[src/rtl/pipelined_control_unit.sv]
// Main decoder for a 5-stage MIPS pipeline. It decodes the ID opcode into a
// control bundle, registers that bundle into ID/EX, and then carries it
// through EX/MEM and MEM/WB. A stall inserts a bubble into EX and a flush
// squashes EX and MEM. Illegal opcodes are flagged combinationally, and a
// saturating counter records the ones that actually issue.
module pipelined_control_unit #(
   parameter int   OPCODE_W     = 6,
   parameter int   ALUOP_W      = 2,
   parameter logic SUPPORT_ADDI = 1'b1,
   parameter logic SUPPORT_BNE  = 1'b1,
   parameter int   CNT_W        = 8
) (
   input  logic                clk,
   input  logic                reset_n,
   input  logic                id_valid,
   input  logic [OPCODE_W-1:0] opcode,
   input  logic                stall,
   input  logic                flush,
   output logic                id_jump,
   output logic                id_illegal,
   output logic                ex_valid,
   output logic                ex_reg_dst,
   output logic                ex_alu_src,
   output logic [ALUOP_W-1:0]  ex_alu_op,
   output logic                ex_branch,
   output logic                ex_beq_flag,
   output logic                mem_valid,
   output logic                mem_mem_read,
   output logic                mem_mem_write,
   output logic                wb_valid,
   output logic                wb_reg_write,
   output logic                wb_mem_to_reg,
   output logic [CNT_W-1:0]    illegal_cnt
);

   // Control bundle layout (the ALUOp field sits in the upper bits).
   localparam int BW           = ALUOP_W + 8;
   localparam int B_REG_DST    = 0;
   localparam int B_ALU_SRC    = 1;
   localparam int B_BRANCH     = 2;
   localparam int B_BEQ        = 3;
   localparam int B_MEM_READ   = 4;
   localparam int B_MEM_WRITE  = 5;
   localparam int B_REG_WRITE  = 6;
   localparam int B_MEM_TO_REG = 7;
   localparam int B_ALU_OP     = 8;

   localparam logic [OPCODE_W-1:0] OP_R    = OPCODE_W'(6'b000000);
   localparam logic [OPCODE_W-1:0] OP_ADDI = OPCODE_W'(6'b001000);
   localparam logic [OPCODE_W-1:0] OP_LW   = OPCODE_W'(6'b100011);
   localparam logic [OPCODE_W-1:0] OP_SW   = OPCODE_W'(6'b101011);
   localparam logic [OPCODE_W-1:0] OP_J    = OPCODE_W'(6'b000010);
   localparam logic [OPCODE_W-1:0] OP_BEQ  = OPCODE_W'(6'b000100);
   localparam logic [OPCODE_W-1:0] OP_BNE  = OPCODE_W'(6'b000101);

   localparam logic [BW-1:0]    BUBBLE  = {BW{1'b0}};
   localparam logic [CNT_W-1:0] CNT_MAX = {CNT_W{1'b1}};

   // Opcode legality. ADDI and BNE exist only when the matching option is enabled.
   function automatic logic is_legal(input logic [OPCODE_W-1:0] op);
      logic ok;
      case (op)
         OP_R, OP_LW, OP_SW, OP_J, OP_BEQ: ok = 1'b1;
         OP_ADDI:                          ok = SUPPORT_ADDI;
         OP_BNE:                           ok = SUPPORT_BNE;
         default:                          ok = 1'b0;
      endcase
      return ok;
   endfunction

   // Opcode to control bundle. Unsupported and illegal opcodes give an all-zero bundle.
   function automatic logic [BW-1:0] decode(input logic [OPCODE_W-1:0] op);
      logic [BW-1:0] b;
      b = BUBBLE;
      case (op)
         OP_R: begin
            b[B_REG_DST]               = 1'b1;
            b[B_REG_WRITE]             = 1'b1;
            b[B_ALU_OP +: ALUOP_W]     = ALUOP_W'(2'b10);
         end
         OP_ADDI: begin
            b[B_ALU_SRC]               = SUPPORT_ADDI;
            b[B_REG_WRITE]             = SUPPORT_ADDI;
         end
         OP_LW: begin
            b[B_ALU_SRC]               = 1'b1;
            b[B_MEM_READ]              = 1'b1;
            b[B_MEM_TO_REG]            = 1'b1;
            b[B_REG_WRITE]             = 1'b1;
         end
         OP_SW: begin
            b[B_ALU_SRC]               = 1'b1;
            b[B_MEM_WRITE]             = 1'b1;
         end
         OP_BEQ: begin
            b[B_BRANCH]                = 1'b1;
            b[B_BEQ]                   = 1'b1;
            b[B_ALU_OP +: ALUOP_W]     = ALUOP_W'(2'b01);
         end
         OP_BNE: begin
            b[B_BRANCH]                = SUPPORT_BNE;
            b[B_ALU_OP +: ALUOP_W]     = SUPPORT_BNE ? ALUOP_W'(2'b01) : ALUOP_W'(2'b00);
         end
         default: b = BUBBLE;
      endcase
      return b;
   endfunction

   logic            legal_s;
   logic            issue_s;
   logic            ex_valid_next_s;
   logic [BW-1:0]   ex_bund_next_s;
   logic            cnt_inc_s;

   logic            ex_valid_r;
   logic [BW-1:0]   ex_bund_r;
   logic            mem_valid_r;
   logic            mem_read_r;
   logic            mem_write_r;
   logic            mem_reg_write_r;
   logic            mem_mem_to_reg_r;
   logic            wb_valid_r;
   logic            wb_reg_write_r;
   logic            wb_mem_to_reg_r;
   logic [CNT_W-1:0] cnt_r;

   // Issue decision and the next ID/EX contents. A J issues as valid with an empty bundle.
   always_comb begin
      legal_s         = is_legal(opcode);
      issue_s         = id_valid & ~stall & ~flush;
      ex_valid_next_s = 1'b0;
      ex_bund_next_s  = BUBBLE;
      if (issue_s & legal_s) begin
         ex_valid_next_s = 1'b1;
         ex_bund_next_s  = decode(opcode);
      end else begin
         ex_valid_next_s = 1'b0;
         ex_bund_next_s  = BUBBLE;
      end
      cnt_inc_s = issue_s & ~legal_s & (cnt_r != CNT_MAX);
   end

   // ID/EX register: decoded bundle on issue, bubble otherwise.
   always_ff @(posedge clk or negedge reset_n) begin
      if (!reset_n) begin
         ex_valid_r <= 1'b0;
         ex_bund_r  <= BUBBLE;
      end else begin
         ex_valid_r <= ex_valid_next_s;
         ex_bund_r  <= ex_bund_next_s;
      end
   end

   // EX/MEM register: a taken branch in EX squashes what would move into MEM.
   always_ff @(posedge clk or negedge reset_n) begin
      if (!reset_n) begin
         mem_valid_r      <= 1'b0;
         mem_read_r       <= 1'b0;
         mem_write_r      <= 1'b0;
         mem_reg_write_r  <= 1'b0;
         mem_mem_to_reg_r <= 1'b0;
      end else if (flush) begin
         mem_valid_r      <= 1'b0;
         mem_read_r       <= 1'b0;
         mem_write_r      <= 1'b0;
         mem_reg_write_r  <= 1'b0;
         mem_mem_to_reg_r <= 1'b0;
      end else begin
         mem_valid_r      <= ex_valid_r;
         mem_read_r       <= ex_bund_r[B_MEM_READ];
         mem_write_r      <= ex_bund_r[B_MEM_WRITE];
         mem_reg_write_r  <= ex_bund_r[B_REG_WRITE];
         mem_mem_to_reg_r <= ex_bund_r[B_MEM_TO_REG];
      end
   end

   // MEM/WB register: always advances, because MEM is past the point a flush can touch.
   always_ff @(posedge clk or negedge reset_n) begin
      if (!reset_n) begin
         wb_valid_r      <= 1'b0;
         wb_reg_write_r  <= 1'b0;
         wb_mem_to_reg_r <= 1'b0;
      end else begin
         wb_valid_r      <= mem_valid_r;
         wb_reg_write_r  <= mem_reg_write_r;
         wb_mem_to_reg_r <= mem_mem_to_reg_r;
      end
   end

   // Saturating count of illegal opcodes that actually issued.
   always_ff @(posedge clk or negedge reset_n) begin
      if (!reset_n) begin
         cnt_r <= {CNT_W{1'b0}};
      end else if (cnt_inc_s) begin
         cnt_r <= cnt_r + CNT_W'(1'b1);
      end else begin
         cnt_r <= cnt_r;
      end
   end

   assign id_jump       = id_valid & (opcode == OP_J);
   assign id_illegal    = id_valid & ~legal_s;
   assign ex_valid      = ex_valid_r;
   assign ex_reg_dst    = ex_bund_r[B_REG_DST];
   assign ex_alu_src    = ex_bund_r[B_ALU_SRC];
   assign ex_alu_op     = ex_bund_r[B_ALU_OP +: ALUOP_W];
   assign ex_branch     = ex_bund_r[B_BRANCH];
   assign ex_beq_flag   = ex_bund_r[B_BEQ];
   assign mem_valid     = mem_valid_r;
   assign mem_mem_read  = mem_read_r;
   assign mem_mem_write = mem_write_r;
   assign wb_valid      = wb_valid_r;
   assign wb_reg_write  = wb_reg_write_r;
   assign wb_mem_to_reg = wb_mem_to_reg_r;
   assign illegal_cnt   = cnt_r;

endmodule

[config.mk]
export PLATFORM = sky130hd
export DESIGN_NAME = pipelined_control_unit
export DESIGN_NICKNAME = d
export VERILOG_FILES = /design/src/rtl/pipelined_control_unit.sv
export SDC_FILE = /design/constraint.sdc
export NUM_CORES = 1
export LEC_CHECK = 0
export CELL_PAD_IN_SITES_DETAIL_PLACEMENT = 0
export CELL_PAD_IN_SITES_GLOBAL_PLACEMENT = 1
export CORE_MARGIN = 4
export CORE_UTILIZATION = 33
export CTS_CLUSTER_SIZE = 10
export DETAILED_ROUTE_END_ITERATION = 7
export PLACE_DENSITY = 0.74
export SYNTH_ARGS = -nofsm -noshare
export SYNTH_HDL_FRONTEND = slang
export SYNTH_SLANG_ARGS = --single-unit
[constraint.sdc]
create_clock -name clk -period 2.2 [get_ports clk]
set_input_delay 0.44 -clock clk [delete_from_list [all_inputs] [get_ports clk]]
set_output_delay 0.44 -clock clk [all_outputs]
set_load 0.02 [all_outputs]
==> Word level (Yosys, flattened, before mapping) <==
Cells that the tools add are included.
{ "op_classes": {"n_mux": 16, "n_reduce_logical": 5, "n_addsub": 1, "eq_ne": 7, "bitwise": 10} }
{ "ops": {"columns": ["cell", "count"], "rows": [
  ["1-bit two-way mux", 14],
  ["6-bit by 3-bit equality test with 1-bit output (second input constant)", 2],
  ["6-bit equality test (second input constant)", 2],
  ["10-bit two-way mux", 1],
  ["8-bit by 1-bit adder with 8-bit output (second input constant)", 1],
  ["8-bit inequality test (second input constant)", 1],
  ["1-bit AND", 7],
  ["7-bit OR reduction", 1],
  ["6-bit by 2-bit equality test with 1-bit output (second input constant)", 1],
  ["6-bit by 4-bit equality test with 1-bit output (second input constant)", 1],
  ["6-bit zero test", 1],
  ["3-bit OR reduction", 2],
  ["2-bit case mux with 2 select lines", 1],
  ["1-bit NOT", 3],
  ["2-bit OR reduction", 1]
]} }
{ "totals": {"input_bits": 11, "reg_bits": 27} }

==> Logic depth before layout (Yosys ltp) <==
Gate-level depths: netlist of the first run.
{ "depth": {"ltp_word": 6, "mapped_depth": 6} }

==> Worst setup path before layout of the first run <==
Ideal clock, no wire load.
{ "synth_timing": {"path_kind": "input port to output port", "startpoint": "in opcode[0]", "endpoint": "out id_jump", "stages": 2, "t_arrival_ps": 1659, "required_ps": 1760, "n_path_buf": 0, "setup_slack_ps": 101, "cell_sequence": "or4_2 > nor3_1"} }
{ "synth_via": {"elab_chain_len": 2} }
{ "synth_rtl": {"columns": ["element", "line_no", "text"], "rows": [
  ["start, declared", "16", "input logic [OPCODE_W-1:0] opcode,"],
  ["6-bit by 2-bit equality test with 1-bit output", "201", "assign id_jump = id_valid & (opcode == OP_J);"],
  ["1-bit AND", "201", null],
  ["end, declared", "19", "output logic id_jump,"]
]} }
Every way passes these cells.

==> Worst setup path after layout of the first run <==
{ "layout_timing": {"startpoint": "in opcode[0]", "endpoint": "out id_illegal"} }
{ "layout_via": {"elab_chain_len": 5, "word_cells_on_any_way": 11, "classes_between": "eq/ne: 6; mux: 1; bitwise: 2; reduce/logical: 2"} }
{ "layout_rtl": {"columns": ["element", "line_no", "text"], "rows": [
  ["6-bit by 2-bit equality test with 1-bit output, or another cell as far along", "62", "case (op)"],
  ["7-bit OR reduction (no source line) *", null, null],
  ["1-bit two-way mux *", "62", null],
  ["1-bit NOT *", "202", "assign id_illegal = id_valid & ~legal_s;"],
  ["1-bit AND *", "202", null],
  ["end, declared", "20", "output logic id_illegal,"]
]} }
Every way passes the cells marked *; elsewhere a longest branch is shown, timed or not.

==> flow_metrics.tcl, run 1 <==
set metrics [dict create \
    status "completed" \
    crit_fanout 3 \
    cts_tree "yes" \
    yosys_warnings 0 \
    synth_edf_count 0 \
    clk_path_buf_depth 2 \
    rsz0062_at_grt "no" \
    p_seq_share_pct 47.6 \
    dr.pass1.iters 4 \
    final_cells 171 \
    port_buffers 33 \
    crit_start "opcode[0]" \
    drive_gt1_share_pct 22.9 \
    worst_pin_slew_ps 386 \
    register_area_um2 601 \
    die_y_um 63.3 \
    htreeDepth 1 \
    grt_max_degree 25 \
    arrival_ps 1710 \
    num_vias 853 \
    die_w_um 63.3 \
    grt_antenna_before_repair 0 \
    routabilityCongestion 0.788 \
    maxSlewViolCount 0 \
    initial_core_util_pct 35.6 \
    synth_top_area_cell "dfrtp_1" \
    multi_input_area_um2 403 \
    drt_wl_total_mm 2.15 \
    finClkSkew_ps 5.31 \
    endpoint_kind "output port" \
    synth_most_common_cell "dfrtp_1" \
    r2r_start "illegal_cnt[0]$_DFFE_PN0P_" \
    synth-seq-cells 24 \
    nets 153 \
    netlist_area_um2 1010 \
    setup_violations 0 \
    min_from "mem_reg_write_r$_DFF_PN0_" \
    crit_type "in -> out" \
    grt_pass1_wl_mm 3.77 \
    remaining_drc_errors 0 \
    p_switching_uw 322 \
    post_synth_num_cell_types 28 \
    cts_root_buffer "clkbuf_4" \
    grt_pass1_vias 830 \
    cp-start-kind "input port" \
    wire_per_inst_um 12.6 \
    fin_crit_sh_pct 97.7 \
    syn_inst 90 \
    synth_fp_nets 102 \
    swShare_pct 28.3 \
    area_growth_pct 52.9 \
    synthArstFlopShare_pct 100 \
    num_antenna_cells 0 \
    pwr-share-comb_pct 25.0 \
    relSlewSlack_pct 74.1 \
    period_minus_slack_ps 2150 \
    nFillCells 256 \
    grt-ovfl-total 0 \
    avgSynthCellArea_um2 11.2 \
    ys_seq_area_share_pct 59.6 \
    fmax_ghz 0.465 \
    dr.first_iter.drc_count 44 \
    power_mw 1.14 \
    grt.total_usage_pct 12.1 \
    ant_nets 0 \
    path_clk_slew_ps 130 \
    insertion_delay_ps 310 \
    internal_power_uw 816 \
    synth_top_area_share_pct 59.6 \
    core_area_um2 2830 \
    maxCapViolations 0 \
    viasPerCell 4.99 \
    clkPwrFrac_pct 27.5 \
    synth_common_cells "24 x dfrtp_1, 10 x nor2_1, 9 x nand2_1, 9 x nor3_1" \
    powerDensity_nw_per_um2 738 \
    place_inst 167 \
    clkSinkCount 24 \
    hp-class "reg -> reg" \
    numCtsBuffers 3 \
    row_count 19 \
    ys_top_cells_by_area "dfrtp_1 60%, nor3_1 4.5%, nor2_1 3.7%" \
    boundaryPins 34 \
    hold_buffers 0 \
    hpwl_mm 1.73 \
    yosys_most_used_dff "dfrtp_1" \
    dieArea_um2 4000 \
    hold_viol 0 \
    power.static_leakage_nw 0.680 \
    r2r_slack_ps 530 \
    max-vdd-ir-drop_uv 569 \
    critical_path_required_ps 1760 \
]
[layout make-up]
| cell class | count | area share (%) |
|---|---|---|
| tap | 31 | 2.52 |
| timing repair buffer | 48 | 28.5 |
| sequential | 24 | 39.0 |
| clock buffer | 3 | 1.46 |
| inverter | 2 | 0.487 |
| multi-input combinational | 62 | 26.1 |
| clock inverter | 1 | 1.95 |
[repair_timing]
action                     CTS  global route
pin swaps                    2             2
gates resized for setup     21             1
buffers inserted             0             0
setup endpoints to repair    2             1
[metrics by stage]
| stage | setup TNS [ps] | util (%) | setup slack, ps | hold slack, ps | instance area [um^2] |
|---|---|---|---|---|---|
| CTS | 0 | 54.4 | 21.0 | 374 | 1540 |
| global route | 0 | 54.5 | 28.1 | 396 | 1540 |
| detailed placement | -2490 | 52.1 | -629 | 343 | 1480 |
| finish | 0 | 54.5 | 51.3 | 369 | 1540 |
| floorplan | 0 | - | 101 | 144 | 1010 |
| global placement | -2310 | 52.1 | -610 | 338 | 1480 |
[path summary, 6_finish.rpt]
| path | end | depth (start not counted) |
|---|---|---|
| min in group asynchronous | wb_mem_to_reg$_DFF_PN0_ | 2 |
| max in group asynchronous | illegal_cnt[1]$_DFFE_PN0P_ | 2 |
| worst min register to register | wb_reg_write$_DFF_PN0_ | 0 |
| worst max register to register | illegal_cnt[1]$_DFFE_PN0P_ | 5 |
| worst min-delay path | wb_reg_write$_DFF_PN0_ | 0 |
| worst max-delay path | id_illegal | 5 |
[worst max-delay path: stages]
cell and delay (ps):
clkdlybuf4s15_1 200, or4_4 550, a31o_4 230, and2_4 150, buf_6 120
[power by group through the flow]
stage	combinational, mW	sequential [mW]	clock, mW
4_1_cts	0.289	0.542	0.327
3_3_place_gp	0.284	0.547	0
2_1_floorplan	0.0770	0.592	0
6_report	0.284	0.541	0.313
3_5_place_dp	0.286	0.549	0
5_1_grt	0.309	0.552	0.347
[logic make-up after synthesis]
kind of cell / count (synthesis) / share of synthesized area [%]
XOR/XNOR: 4 / 3.47
AO/OA/AOI/OAI: 5 / 3.35
flip-flops: 24 / 59.6
AND/OR/NAND/NOR: 48 / 25.8
adder cells (fa/ha/maj): 1 / 1.24
buffers and inverters: 4 / 2.23
multiplexers: 4 / 4.34
[placed cells by master, fill, tap and decap left out, types with 2 or more instances in the layout]
cell	netlist	final
dfrtp_1	24	24
xor2_1	2	2
clkdlybuf4s50_1	0	27
or4_4	1	2
nor3_2	1	2
buf_4	2	16
nor2b_1	4	4
nor2_1	10	10
clkbuf_4	0	3
nand3_1	2	2
clkdlybuf4s15_1	0	2
mux2_2	3	3
inv_1	2	2
xnor2_1	2	2
nand2_1	9	9
nand4_1	4	4
nor3_1	9	8
dlygate4sd2_1	0	2
a21oi_1	2	2
[per-layer routing]
metal	up-vias	part of all wire, %	track usage, %
met5	-	0	0
met4	0	1.6	4.85
met3	2	5.0	4.62
met2	23	51	21.2
met1	409	43	13.0
li1	419	-	-
Power figures use the tool's default switching activity.
==> inputs of run 2 (changes only) <==
--- a/config.mk
+++ b/config.mk
@@ -12,6 +12,7 @@
 export CTS_CLUSTER_SIZE = 10
 export DETAILED_ROUTE_END_ITERATION = 7
 export PLACE_DENSITY = 0.74
+export SETUP_SLACK_MARGIN = 0.15
 export SYNTH_ARGS = -nofsm -noshare
 export SYNTH_HDL_FRONTEND = slang
 export SYNTH_SLANG_ARGS = --single-unit
==> constraint.sdc (replaced) <==
create_clock -name clk -period 2.3 [get_ports clk]
set_input_delay 0.46 -clock clk [delete_from_list [all_inputs] [get_ports clk]]
set_output_delay 0.46 -clock clk [all_outputs]
set_load 0.02 [all_outputs]
==> run 2 against run 1 <==
- clock-buffer cell count did not move
- combinational power shrank 3%
- cell count is the same
- critical path type unchanged
- largest cell class unchanged
- largest power group unchanged
==> flow_metrics.tcl, run 2 (synthesis results as in run 1) <==
set metrics [dict create \
    htreeDepth 1 \
    min_delay_path_depth 0 \
    fmax_ghz 0.473 \
    final_common_cell "clkdlybuf4s50_1" \
    num_vias 843 \
    powerDensity_nw_per_um2 717 \
    row_count 19 \
    grt.total_usage_pct 12.3 \
    routabilityCongestion 0.804 \
    die_w_um 63.3 \
    cp_num_cells 5 \
    worst_pin_slew_ps 352 \
    ant_nets 0 \
    port_buffers 33 \
    worstRegToRegCells 5 \
    min_from "mem_reg_write_r$_DFF_PN0_" \
    final_area_um2 1530 \
    nets 153 \
    area_growth_pct 52.1 \
    clk_path_buf_depth 2 \
    dpl_cell_area_um2 1480 \
    num_antenna_cells 0 \
    hpwl_mm 1.80 \
    boundaryPins 34 \
    dpl_worst_slack_ps -598 \
    die_y_um 63.3 \
    critPathMaxStageDelay_ps 490 \
    maxSlewViolCount 0 \
    dr.pass1.iters 4 \
    grt_pass1_vias 882 \
    final_cell_mix "26 x clkdlybuf4s50_1, 24 x dfrtp_1, 16 x buf_4" \
    whs_endpoint "wb_reg_write$_DFF_PN0_" \
    grt-ovfl-total 0 \
    cts_tree "yes" \
    numCtsBuffers 3 \
    utilization_pct 54.2 \
    crit_family "simple AND/OR/NAND/NOR gates" \
    r2r_slack_ps 650 \
    fin_crit_sh_pct 92.0 \
    drt_wl_total_mm 2.27 \
    crit_chain "clkdlybuf4s15_2, or4_4, a31o_4, and2_4, buf_6" \
    initial_core_util_pct 35.6 \
    timing.rr.end "illegal_cnt[1]$_DFFE_PN0P_" \
    cts_root_buffer "clkbuf_4" \
    final_cells 171 \
    wire_per_inst_um 13.3 \
    setup_violations 0 \
    remaining_drc_errors 0 \
    endpoint_kind "output port" \
    timing.hold.ws_ps 376 \
    hold_viol 0 \
    hp-class "reg -> reg" \
    arrival_ps 1660 \
    crit_type "in -> out" \
    maxCapViolations 0 \
    cp-start-kind "input port" \
    finClkSkew_ps 1.00 \
    multi_input_area_um2 403 \
    setup_slack_ps 184 \
    drive_gt1_share_pct 25.0 \
    dr.first_iter.drc_count 28 \
    tns_ps 0 \
    grt_antenna_before_repair 0 \
    clkSinkCount 24 \
    dieArea_um2 4000 \
    core_area_um2 2830 \
    relSlewSlack_pct 76.4 \
    crit_buf_inv 2 \
    rsz0062_at_grt "no" \
    viasPerCell 4.93 \
    period_minus_slack_ps 2120 \
    register_area_um2 601 \
    r2r_start "illegal_cnt[0]$_DFFE_PN0P_" \
    max-vdd-ir-drop_uv 429 \
    insertion_delay_ps 320 \
    place_inst 167 \
    crit_slowest_cell "or4_4" \
    crit_fanout 3 \
    nFillCells 267 \
    grt_max_degree 25 \
    power.static_leakage_nw 0.679 \
    status "completed" \
    grt_pass1_wl_mm 3.93 \
    critical_path_required_ps 1840 \
    power_mw 1.10 \
    path_clk_slew_ps 140 \
]
==> run 2: cell type report <==
cell class	instances	area share (%)
Tap cell	31	2.53
Clock buffer	3	1.47
Sequential cell	24	39.2
Inverter	2	0.489
Timing Repair Buffer	48	28.1
Clock inverter	1	1.96
Multi-Input combinational cell	62	26.3
==> run 2: repair_timing <==
action,CTS,global route
cloned,0,0
hold buffers,0,0
resized for setup,29,1
buffers inserted,0,0
pin swaps,3,1
endpoints found under the setup margin,2,1
==> run 2: how the worst max path moves through the flow <==
stage | start | end | slack, ps
floorplan | opcode[0] | id_jump | 160
global placement | opcode[0] | id_jump | -550
detailed placement | opcode[0] | id_jump | -600
CTS | opcode[5] | id_illegal | 150
global route | opcode[4] | id_jump | 160
finish | opcode[0] | id_illegal | 180
==> run 2: power breakdown <==
part	switching, mW	internal [mW]	total (mW)
Clock	0.130	0.176	0.307
Combinational	0.133	0.142	0.275
Sequential	0.0555	0.462	0.518
==> run 2: routing by layer <==
layer / part of all wire, % / global-route usage (%)
met5: 0 / 0
met4: 2.4 / 7.28
met3: 2.9 / 1.78
met2: 49 / 21.6
met1: 46 / 14.1
==> variant, RTL diff (settings of run 2) <==
`ALUOP_W`: 2 -> 4.
--- a/src/rtl/pipelined_control_unit.sv
+++ b/src/rtl/pipelined_control_unit.sv
@@ -7,3 +7,3 @@
    parameter int   OPCODE_W     = 6,
-   parameter int   ALUOP_W      = 2,
+   parameter int   ALUOP_W      = 4,
    parameter logic SUPPORT_ADDI = 1'b1,
Ports: changed (resized ex_alu_op); port bits go from 34 to 36. The function was not compared with the original's and may differ.
==> variant against run 2 <==
- sequential share of layout area up 1.2 points
- power shrank 8.4%
- largest power group unchanged
- count of clock-buffer cells in the layout increased by 1
- global-route usage fell by 1.2 points
- area after synthesis rose by 1.6%
- non-clock buffer count is 4 lower
- sequential cell count stayed put
- wire length fell by 8.7%
- design area decreased by 3.0%
- highest routed layer unchanged
- cell count fell by 5.3%
- setup slack improved by 0.0065 ns
- via count is 7.0% lower
==> variant: results <==
group,metric,value,unit
power_and_ir_drop,internal-power,0.000700,W
placement,dp_slack,-0.466,ns
global_route,track_usage,0.111,
synthesis,ys_top_cells_by_area,"dfrtp_1 (59%), xor2_1 (5.1%), buf_4 (3.7%)",
placement,hpwl,1.59,mm
synthesis,yosys-top-cells-count,"dfrtp_1 (24), nor2_1 (7), xor2_1 (6)",
power_and_ir_drop,ir_drop,0.351,mV
placement,place_inst,158,
timing,fin_skew,0.00136,ns
status,status,"finished clean",
layout,drive_above_1_share,0.183,
synthesis,synth.distinct_cells,31,
critical_path,worstPathMaxFanout,2,
drt,wl,2.07,mm
synthesis,synth_seq_area_share,0.586,
global_route,grt_pass1_wl,3.51,mm
synthesis,avgSynthCellArea,11.8,sq um
clock_tree,clkTransAtPathRegs,0.12,ns
global_route,grt_pass1_vias,763,
placement,place_congestion,0.801,
critical_path,r2r_slack,0.69,ns
timing,timing.fmax,474,MHz
clock_tree,cts-root-buf,"clkbuf_4",
power_and_ir_drop,p_leak,0.686,nW
critical_path,crit_path_start,"opcode[1]",
drt,num_vias,784,
drt,drt_iter0_markers,12,
clock_tree,clk-insertion-delay-late,0.30,ns
layout,nFillCells,261,
layout,final_nets,144,
variant: cell count changes in the layout (fill, tap and decap cells not counted), moves of 3 or more:
cell	delta
buf_4	-5
xor2_1	+4
nor2_1	-3
nor3_1	-5
nand2_1	-6
nand3_1	+3
nor4_1	+3
nand4_1	-3
variant: metrics by stage:
step                      total power (W)  instance area, sq um  utilization  setup TNS (ns)
after floorplan                  0.000656                  1030            -               0
after global placement           0.000806                  1440        0.506          -0.750
after detailed placement         0.000809                  1440        0.506           -1.23
after CTS                         0.00102                  1490        0.523               0
after global routing              0.00107                  1490        0.521               0
final                             0.00101                  1490        0.521               0
variant: worst min path at each step:
stage	startpoint	to	slack [ns]
5_1_grt	mem_reg_write_r	wb_reg_write	0.39
2_1_floorplan	reset_n	ex_bund_r[0]	0.16
3_3_place_gp	mem_reg_write_r	wb_reg_write	0.33
4_1_cts	mem_reg_write_r	wb_reg_write	0.37
3_5_place_dp	mem_reg_write_r	wb_reg_write	0.35
6_report	mem_reg_write_r	wb_reg_write	0.37
variant: area by class of cell:
class	count	area [sq um]	area share
Clock buffer	4	36.3	0.0244
Inverter	2	7.51	0.00505
Multi-Input combinational cell	57	402	0.270
Sequential cell	24	601	0.404
Tap cell	31	38.8	0.0261
Timing Repair Buffer	44	403	0.271
variant: logic make-up after synthesis:
kind of cell	Yosys count	share of synthesized area
buffers and inverters	7	0.0440
flip-flops	24	0.586
multiplexers	2	0.0220
AND/OR/NAND/NOR	41	0.242
AO/OA/AOI/OAI	5	0.0391
other	1	0.00366
XOR/XNOR	6	0.0513
adder cells (fa/ha/maj)	1	0.0122
variant: per-layer routing:
metal	vias up	part of all wire	track usage	wire (um)
met5	-	0	0	0
met4	0	0.022	0.0647	45
met3	4	0.035	0.0142	72
met2	21	0.52	0.201	1070
met1	365	0.43	0.123	884
li1	394	-	-	-
variant: what timing repair did:
item	in CTS	in global routing
resized for setup	14	6
endpoints found under the hold margin	0	0
pin swaps	1	3
endpoints found under the setup margin	2	2
variant: power by group through the flow:
stage	clock, W	combinational (W)	sequential, W
2_1_floorplan	0	0.0000802	0.000575
3_3_place_gp	0	0.000275	0.000530
3_5_place_dp	0	0.000277	0.000533
4_1_cts	0.000217	0.000278	0.000524
5_1_grt	0.000237	0.000297	0.000534
6_report	0.000209	0.000274	0.000523
variant: worst max-delay path, cell delays in order:
cell	delay [ns]
clkdlybuf4s15_1	0.22
or4b_4	0.54
a31oi_4	0.21
nor2b_1	0.07
buf_4	0.15
